### src/rtl/npc_ctrl_fsm.sv
// Multi-cycle fetch/decode/execute/memory/writeback sequencer for the NPC core.
// Every output is a register or a decode of the state register.
module npc_ctrl_fsm #(
   parameter int TO_W    = 8,
   parameter int TIMEOUT = 200
) (
   input  logic        clk,
   input  logic        rst_n,
   output logic        if_req_valid,
   input  logic        if_req_ready,
   input  logic        if_resp_valid,
   input  logic [31:0] if_resp_inst,
   output logic [31:0] inst_q,
   input  logic        dec_load,
   input  logic        dec_store,
   input  logic        dec_ebreak,
   input  logic        dec_inv,
   output logic        lsu_req_valid,
   input  logic        lsu_req_ready,
   input  logic        lsu_resp_valid,
   output logic        rf_wen,
   output logic        pc_wen,
   output logic        halted,
   output logic [1:0]  trap_code,
   output logic [3:0]  state_o
);

   // state    | meaning
   // RST      | leaving reset, nothing requested yet
   // IF_REQ   | fetch request held until accepted
   // IF_WAIT  | fetch accepted, waiting for the instruction word
   // ID       | decoder settles on inst_q
   // EX       | decode flags sampled, route to halt/memory/writeback
   // MEM_REQ  | data-memory request held until accepted
   // MEM_WAIT | data-memory request accepted, waiting for completion
   // WB       | single-cycle PC / register-file write
   // HALT     | absorbing stop state, trap_code held
   typedef enum logic [3:0] {
      S_RST      = 4'd0,
      S_IF_REQ   = 4'd1,
      S_IF_WAIT  = 4'd2,
      S_ID       = 4'd3,
      S_EX       = 4'd4,
      S_MEM_REQ  = 4'd5,
      S_MEM_WAIT = 4'd6,
      S_WB       = 4'd7,
      S_HALT     = 4'd8
   } state_t;

   localparam logic [1:0] TRAP_EBREAK  = 2'd1;
   localparam logic [1:0] TRAP_INV     = 2'd2;
   localparam logic [1:0] TRAP_TIMEOUT = 2'd3;

   // The last wait cycle is TIMEOUT-1 because the counter starts at zero on entry.
   localparam logic [TO_W-1:0] TO_LAST = TO_W'(TIMEOUT - 1);
   localparam logic [TO_W-1:0] TO_MAX  = '1;

   state_t            state_q, state_d;
   logic [31:0]       inst_d;
   logic [TO_W-1:0]   cnt_q, cnt_d, cnt_inc;
   logic [1:0]        trap_q, trap_d;
   logic              store_q, store_d;

   always_ff @(posedge clk or negedge rst_n) begin
      if (!rst_n) begin
         state_q <= S_RST;
         inst_q  <= '0;
         cnt_q   <= '0;
         trap_q  <= '0;
         store_q <= 1'b0;
      end else begin
         state_q <= state_d;
         inst_q  <= inst_d;
         cnt_q   <= cnt_d;
         trap_q  <= trap_d;
         store_q <= store_d;
      end
   end

   assign cnt_inc = (cnt_q == TO_MAX) ? cnt_q : cnt_q + 1'b1;

   always_comb begin
      state_d = state_q;
      inst_d  = inst_q;
      cnt_d   = cnt_q;
      trap_d  = trap_q;
      store_d = store_q;
      unique case (state_q)
         S_RST: state_d = S_IF_REQ;
         S_IF_REQ: begin
            if (if_req_ready) begin
               if (if_resp_valid) begin
                  inst_d  = if_resp_inst;
                  state_d = S_ID;
               end else begin
                  cnt_d   = '0;
                  state_d = S_IF_WAIT;
               end
            end
         end
         S_IF_WAIT: begin
            if (if_resp_valid) begin
               inst_d  = if_resp_inst;
               state_d = S_ID;
            end else if (cnt_q == TO_LAST) begin
               trap_d  = TRAP_TIMEOUT;
               state_d = S_HALT;
            end else begin
               cnt_d = cnt_inc;
            end
         end
         S_ID: state_d = S_EX;
         S_EX: begin
            // Store flag is captured so rf_wen in WB depends only on registers.
            store_d = dec_store;
            if (dec_ebreak) begin
               trap_d  = TRAP_EBREAK;
               state_d = S_HALT;
            end else if (dec_inv || (dec_load && dec_store)) begin
               trap_d  = TRAP_INV;
               state_d = S_HALT;
            end else if (dec_load || dec_store) begin
               state_d = S_MEM_REQ;
            end else begin
               state_d = S_WB;
            end
         end
         S_MEM_REQ: begin
            if (lsu_req_ready) begin
               if (lsu_resp_valid) begin
                  state_d = S_WB;
               end else begin
                  cnt_d   = '0;
                  state_d = S_MEM_WAIT;
               end
            end
         end
         S_MEM_WAIT: begin
            if (lsu_resp_valid) begin
               state_d = S_WB;
            end else if (cnt_q == TO_LAST) begin
               trap_d  = TRAP_TIMEOUT;
               state_d = S_HALT;
            end else begin
               cnt_d = cnt_inc;
            end
         end
         S_WB:   state_d = S_IF_REQ;
         S_HALT: state_d = S_HALT;
         default: state_d = S_RST;
      endcase
   end

   assign if_req_valid  = (state_q == S_IF_REQ);
   assign lsu_req_valid = (state_q == S_MEM_REQ);
   assign pc_wen        = (state_q == S_WB);
   assign rf_wen        = (state_q == S_WB) && !store_q;
   assign halted        = (state_q == S_HALT);
   assign trap_code     = trap_q;
   assign state_o       = state_q;

endmodule
### config.mk
export PLATFORM = sky130hd
export DESIGN_NAME = npc_ctrl_fsm
export DESIGN_NICKNAME = d
export VERILOG_FILES = /design/src/rtl/npc_ctrl_fsm.sv
export SDC_FILE = /design/constraint.sdc
export NUM_CORES = 1
export LEC_CHECK = 0
export ABC_AREA = 0
export BUFFER_PORTS_ARGS = -buffer_cell sky130_fd_sc_hd__clkbuf_2
export CORE_MARGIN = 10
export CORE_UTILIZATION = 53
export CTS_CLUSTER_DIAMETER = 80
export DETAILED_ROUTE_END_ITERATION = 8
export PLACE_DENSITY_LB_ADDON = 0.05
export SYNTH_ARGS = -nofsm -noshare
export SYNTH_HDL_FRONTEND = slang
export SYNTH_SLANG_ARGS = --single-unit
### constraint.sdc
create_clock -name clk -period 5.9 [get_ports clk]
set_clock_uncertainty 0.15 [all_clocks]
set_input_delay 1.18 -clock clk [delete_from_list [all_inputs] [get_ports clk]]
set_output_delay 1.18 -clock clk [all_outputs]
set_load 0.02 [all_outputs]
=== Word-level counts from Yosys, hierarchy flattened ===
Cells that the tools add are included.

* Add/sub/neg operators: 1
* Eq/ne operators: 17
* Muxes and demuxes: 29
* Reductions and logical operators: 14

{| class="wikitable"
|+ Operators with widths
! cell !! count
|-
| two-way mux 32 bit || 2
|-
| two-way mux 8 bit || 8
|-
| one-hot mux 32 bit (2 select lines) || 1
|-
| one-hot mux 4 bit (8 select lines) || 1
|-
| one-hot mux 8 bit (4 select lines) || 1
|-
| two-way mux 4 bit || 7
|-
| == test 4 x 3 -> 1 bit (second input constant) || 4
|-
| == test 8 bit (second input constant) || 2
|-
| two-way mux 2 bit || 6
|-
| adder 8 x 1 -> 8 bit (second input constant) || 1
|-
| == test 4 x 2 -> 1 bit (second input constant) || 2
|-
| inequality test 2 bit (second input constant) || 4
|-
| AND reduction 7 bit || 1
|-
| one-hot mux 2 bit (3 select lines) || 1
|-
| == test 4 x 1 -> 1 bit (second input constant) || 1
|-
| == test 4 bit (second input constant) || 1
|-
| zero test 4 bit || 1
|-
| inequality test 2 x 1 -> 1 bit (second input constant) || 2
|-
| AND reduction 2 bit || 2
|-
| AND reduction 4 bit || 1
|-
| nonzero test 4 bit || 1
|-
| inequality test 3 bit (second input constant) || 1
|-
| nonzero test 3 bit || 1
|-
| logical AND 1 bit || 2
|-
| other kinds (5) || 7
|}

* Register bits: 47
* Input port bits: 42
* Output and inout bits: 43
* Word-level logic and storage cells: 66

=== Logic depth before layout (Yosys ltp) ===
* Depth after elaboration: 5
* Depth in mapped cells: 6
* Gate-level depth less buffers: 5

=== Worst setup path after synthesis ===
OpenSTA, ideal clock, no wires.

* Kind: reg-to-output
* Start: reg state_q[2], in the netlist state_o[2]
* End: out rf_wen
* Data arrival time: 1.683 ns
* Data required time: 4.570 ns
* Setup slack: 2.887 ns
* Stages on the path, launching flop included: 4
* Buffers on the path: 1
* Cells stage by stage: dfrtp_1 clkbuf_1 inv_1 nor4_1

* Cells in the longest elaborated chain, start to end: 2

{| class="wikitable"
|+ RTL lines
! element !! line !! RTL
|-
| start, declared || 58 || <nowiki>state_t state_q, state_d;</nowiki>
|-
| start signal, assigned || 72 || <nowiki>state_q <= state_d;</nowiki>
|-
| == test 4 x 3 -> 1 bit || 157 || <nowiki>assign rf_wen = (state_q == S_WB) && !store_q;</nowiki>
|-
| logical AND 1 bit || 157 ||
|-
| end, declared || 21 || <nowiki>output logic rf_wen,</nowiki>
|}

Every way passes these cells.

=== Final worst setup path ===
Ends and elaborated chain as after synthesis.

==> results.md <==
- Status: finished clean
- Post-Route WL: 5.333 mm
- Clock root cell: clkbuf_8
- Row Count: 24
- Yosys top cell by area: dfrtp_1
- Main combinational cell family by area after synthesis: multiplexers
- Critical Path End: rf_wen
- Post-cts sizing count: 0
- Number of detailed-route iterations in the first pass: 4
- Worst setup margin: 2952 ps
- XOR/XNOR Fraction of Synth Area: 0
- Synth top area share: 0.5067
- Power per cell area: 569.7 nW/um^2
- Setup Fix Bufs, Post-CTS: 0
- Core ar.: 4294 sq um
- Initial antenna violation count: 0
- Clk sink count: 47
- Setup crit start kind: register
- Final Cycle Share: 0.4996
- Number of fill cells: 337
- Drt via density: 5.502
- Routed vias: 1,711
- Largest net degree at the start of global routing: 48
- Slowest stage cell, crit path: dfrtp_1
- Max-cap violation count: 0
- Critical path start-end classification: reg2out
- Post-layout minimum cycle time: 2948 ps
- Chip height: 86.18 um
- Max Fanout on Critical Path: 15
- # setup viols final: 0
- Worst skew pair latency: 310 ps
- Hold_buf cts: 0
- First-pass GRT wire length: 8.894 mm
- VDD IR-drop max: 0.2769 mV
- Synthesized-area fraction occupied by and/or/nand/nor cells: 0.1213
- Drt first-iter violations: 163
- Netlist area before placement: 2321 sq um
- H-Tree Depth: 2
- R2R Path End: inst_q[1]
- #FFs+latches synth: 47
- Initial core utilization: 0.5405
- Setup TNS: 0 ps
- CTS tree: built
- Synth top area cells: dfrtp_1 (51%), mux2_4 (17%), mux2i_1 (2.2%)
- Total grt overflow: 0
- Final hold violations: 0
- Synthesized Nets: 217
- Max frequency: 339.3 MHz
- Hold crit path type: reg2reg
- Top_reg_cell synth: dfrtp_1
- Adder-cell share of the synthesized area: 0.005391
- Syn. warnings: 0
- GRT Util Overall: 0.1443
- Gpl congestion: 0.7714
- Sequential area share after synthesis: 0.5067
- Residual DRC count: 0
- Buffer depth of the longest clock path: 2
- Worst endpoint required time: 4570 ps
- ANT cells: 0
- Final Max Slew Viols: 0
- Vias in the first global route: 1,740
- CP peak stage delay: 670 ps
- Syn Area/Cell: 13.34 sq um
- Port bufs: 84
- R2R cell count: 5
- Share of layout cells above drive strength 1: 0.5174
- Count leader, synth: dfrtp_1
- Most common library cells after synthesis: dfrtp_1 (47), mux2_4 (27), nand2_1 (7)
- Routed Antenna Nets: 0
- Leak: 0.001412 uW
- Arr. time, crit path: 1620 ps
- Gate Count Post-Synth: 174
- Worst Hold Slack: 353.2 ps
- RSZ-0062 raised after global routing: false
- DP Wirelength: 3.936 mm
- Async S/R FF share, synth: 1.000
- Distinct cells, synth: 47
- Ports: 85
- Nets@finish: 301
- Rel. slew slack: 0.6085
- DR WL/cell: 17.15 um
- Die area: 7426 sq um
- CTS buffer count: 5
- DP Worst Slack: 2991 ps
- Multiplexer area fraction after synthesis: 0.2302
- Die Wd: 86.18 um
- Worst-path clk slew: 100 ps
- CP Cell Sequence: inv_1 -> nor4_1 -> clkbuf_2
- Post-synth EDFFs: 0
- Crit path capture type: output pin
- Flop2flop setup slack: 3360 ps
- Worst-Margin Slew: 587.2 ps
- Area growth from synthesis to layout: 23.88%
- CP startpoint: state_o[2]
- Compound-Gate Fraction of Synth Area: 0.1035
- Critical R2R Launch: state_o[0]
per-stage QoR:
step | std cells | power, uW | area, sq um | util
final | 311 | 1638 | 2875 | 0.6696
after global routing | 311 | 1745 | 2875 | 0.6696
after CTS | 311 | 1653 | 2875 | 0.6696
after detailed placement | 303 | 1405 | 2760 | 0.6428
after global placement | 303 | 1396 | 2760 | 0.6428
after floorplan | 174 | 1171 | 2321 | -
worst max-delay path: cells and delay by family, from the launching register on:
kind	cells	cell delay, ps
flops	1	670
simple gates	1	280
buf+inv	2	370
worst min path at each step:
stage	from	endpoint	slack [ps]	cells after the start
floorplan	cnt_q[7]	cnt_q[7]	300	1
global placement	inst_q[24]	inst_q[24]	320	1
detailed placement	inst_q[20]	inst_q[20]	330	1
CTS	inst_q[20]	inst_q[20]	350	1
global route	cnt_q[5]	cnt_q[5]	370	1
finish	inst_q[20]	inst_q[20]	350	1
cell type report:
cell class                 instances  area (sq um)  share of cell area
sequential                        47          1176              0.4091
clock inverter                     3         46.29             0.01610
multi-input combinational        114          1069              0.3716
inverter                           4         15.01            0.005222
timing repair buffer              86         435.4              0.1514
clock buffer                       5         68.82             0.02393
tap                               52         65.06             0.02263
state kept, by name (all words and copies together), names as in the netlist:
| register | flops |
|---|---|
| state_o | 4 |
| trap_code | 2 |
| cnt_q | 8 |
| store_q | 1 |
| inst_q | 32 |
per-layer routing:
layer,wire [um],global-route usage,share of wire
met1,2395,0.1912,0.45
met2,2424,0.2137,0.45
met3,462,0.05629,0.087
met4,49,0.04124,0.0092
met5,0,0,0
kinds of logic (layout without fill, tap and decap cells):
group           after synthesis  count (layout)
fa+ha+maj                     1               1
compound gates               32              32
simple gates                 42              42
mux                          39              39
buf+inv                      13              98
flops                        47              47
layout by cell type, fill, tap and decap left out, drive strengths merged, types with 2 or more instances in the layout:
cell type,count
or2b,2
nor3,4
and3,5
nand2,8
buf,2
mux2i,5
inv,5
mux2,34
o21a,2
nand2b,5
nor3b,2
dfrtp,47
o21ai,6
or2,2
nor4b,2
a21oi,4
o22a,2
nand3,2
clkbuf,89
nor4,3
a31oi,6
a41oi,4
power breakdown:
part / internal, uW / total [uW] / leakage (uW) / switching, uW
Clock: 128 / 247 / 0.0000548 / 119
Sequential: 468 / 598 / 0.000574 / 130
Combinational: 378 / 794 / 0.000783 / 416
No activity file was read; power rests on OpenSTA's default activity.
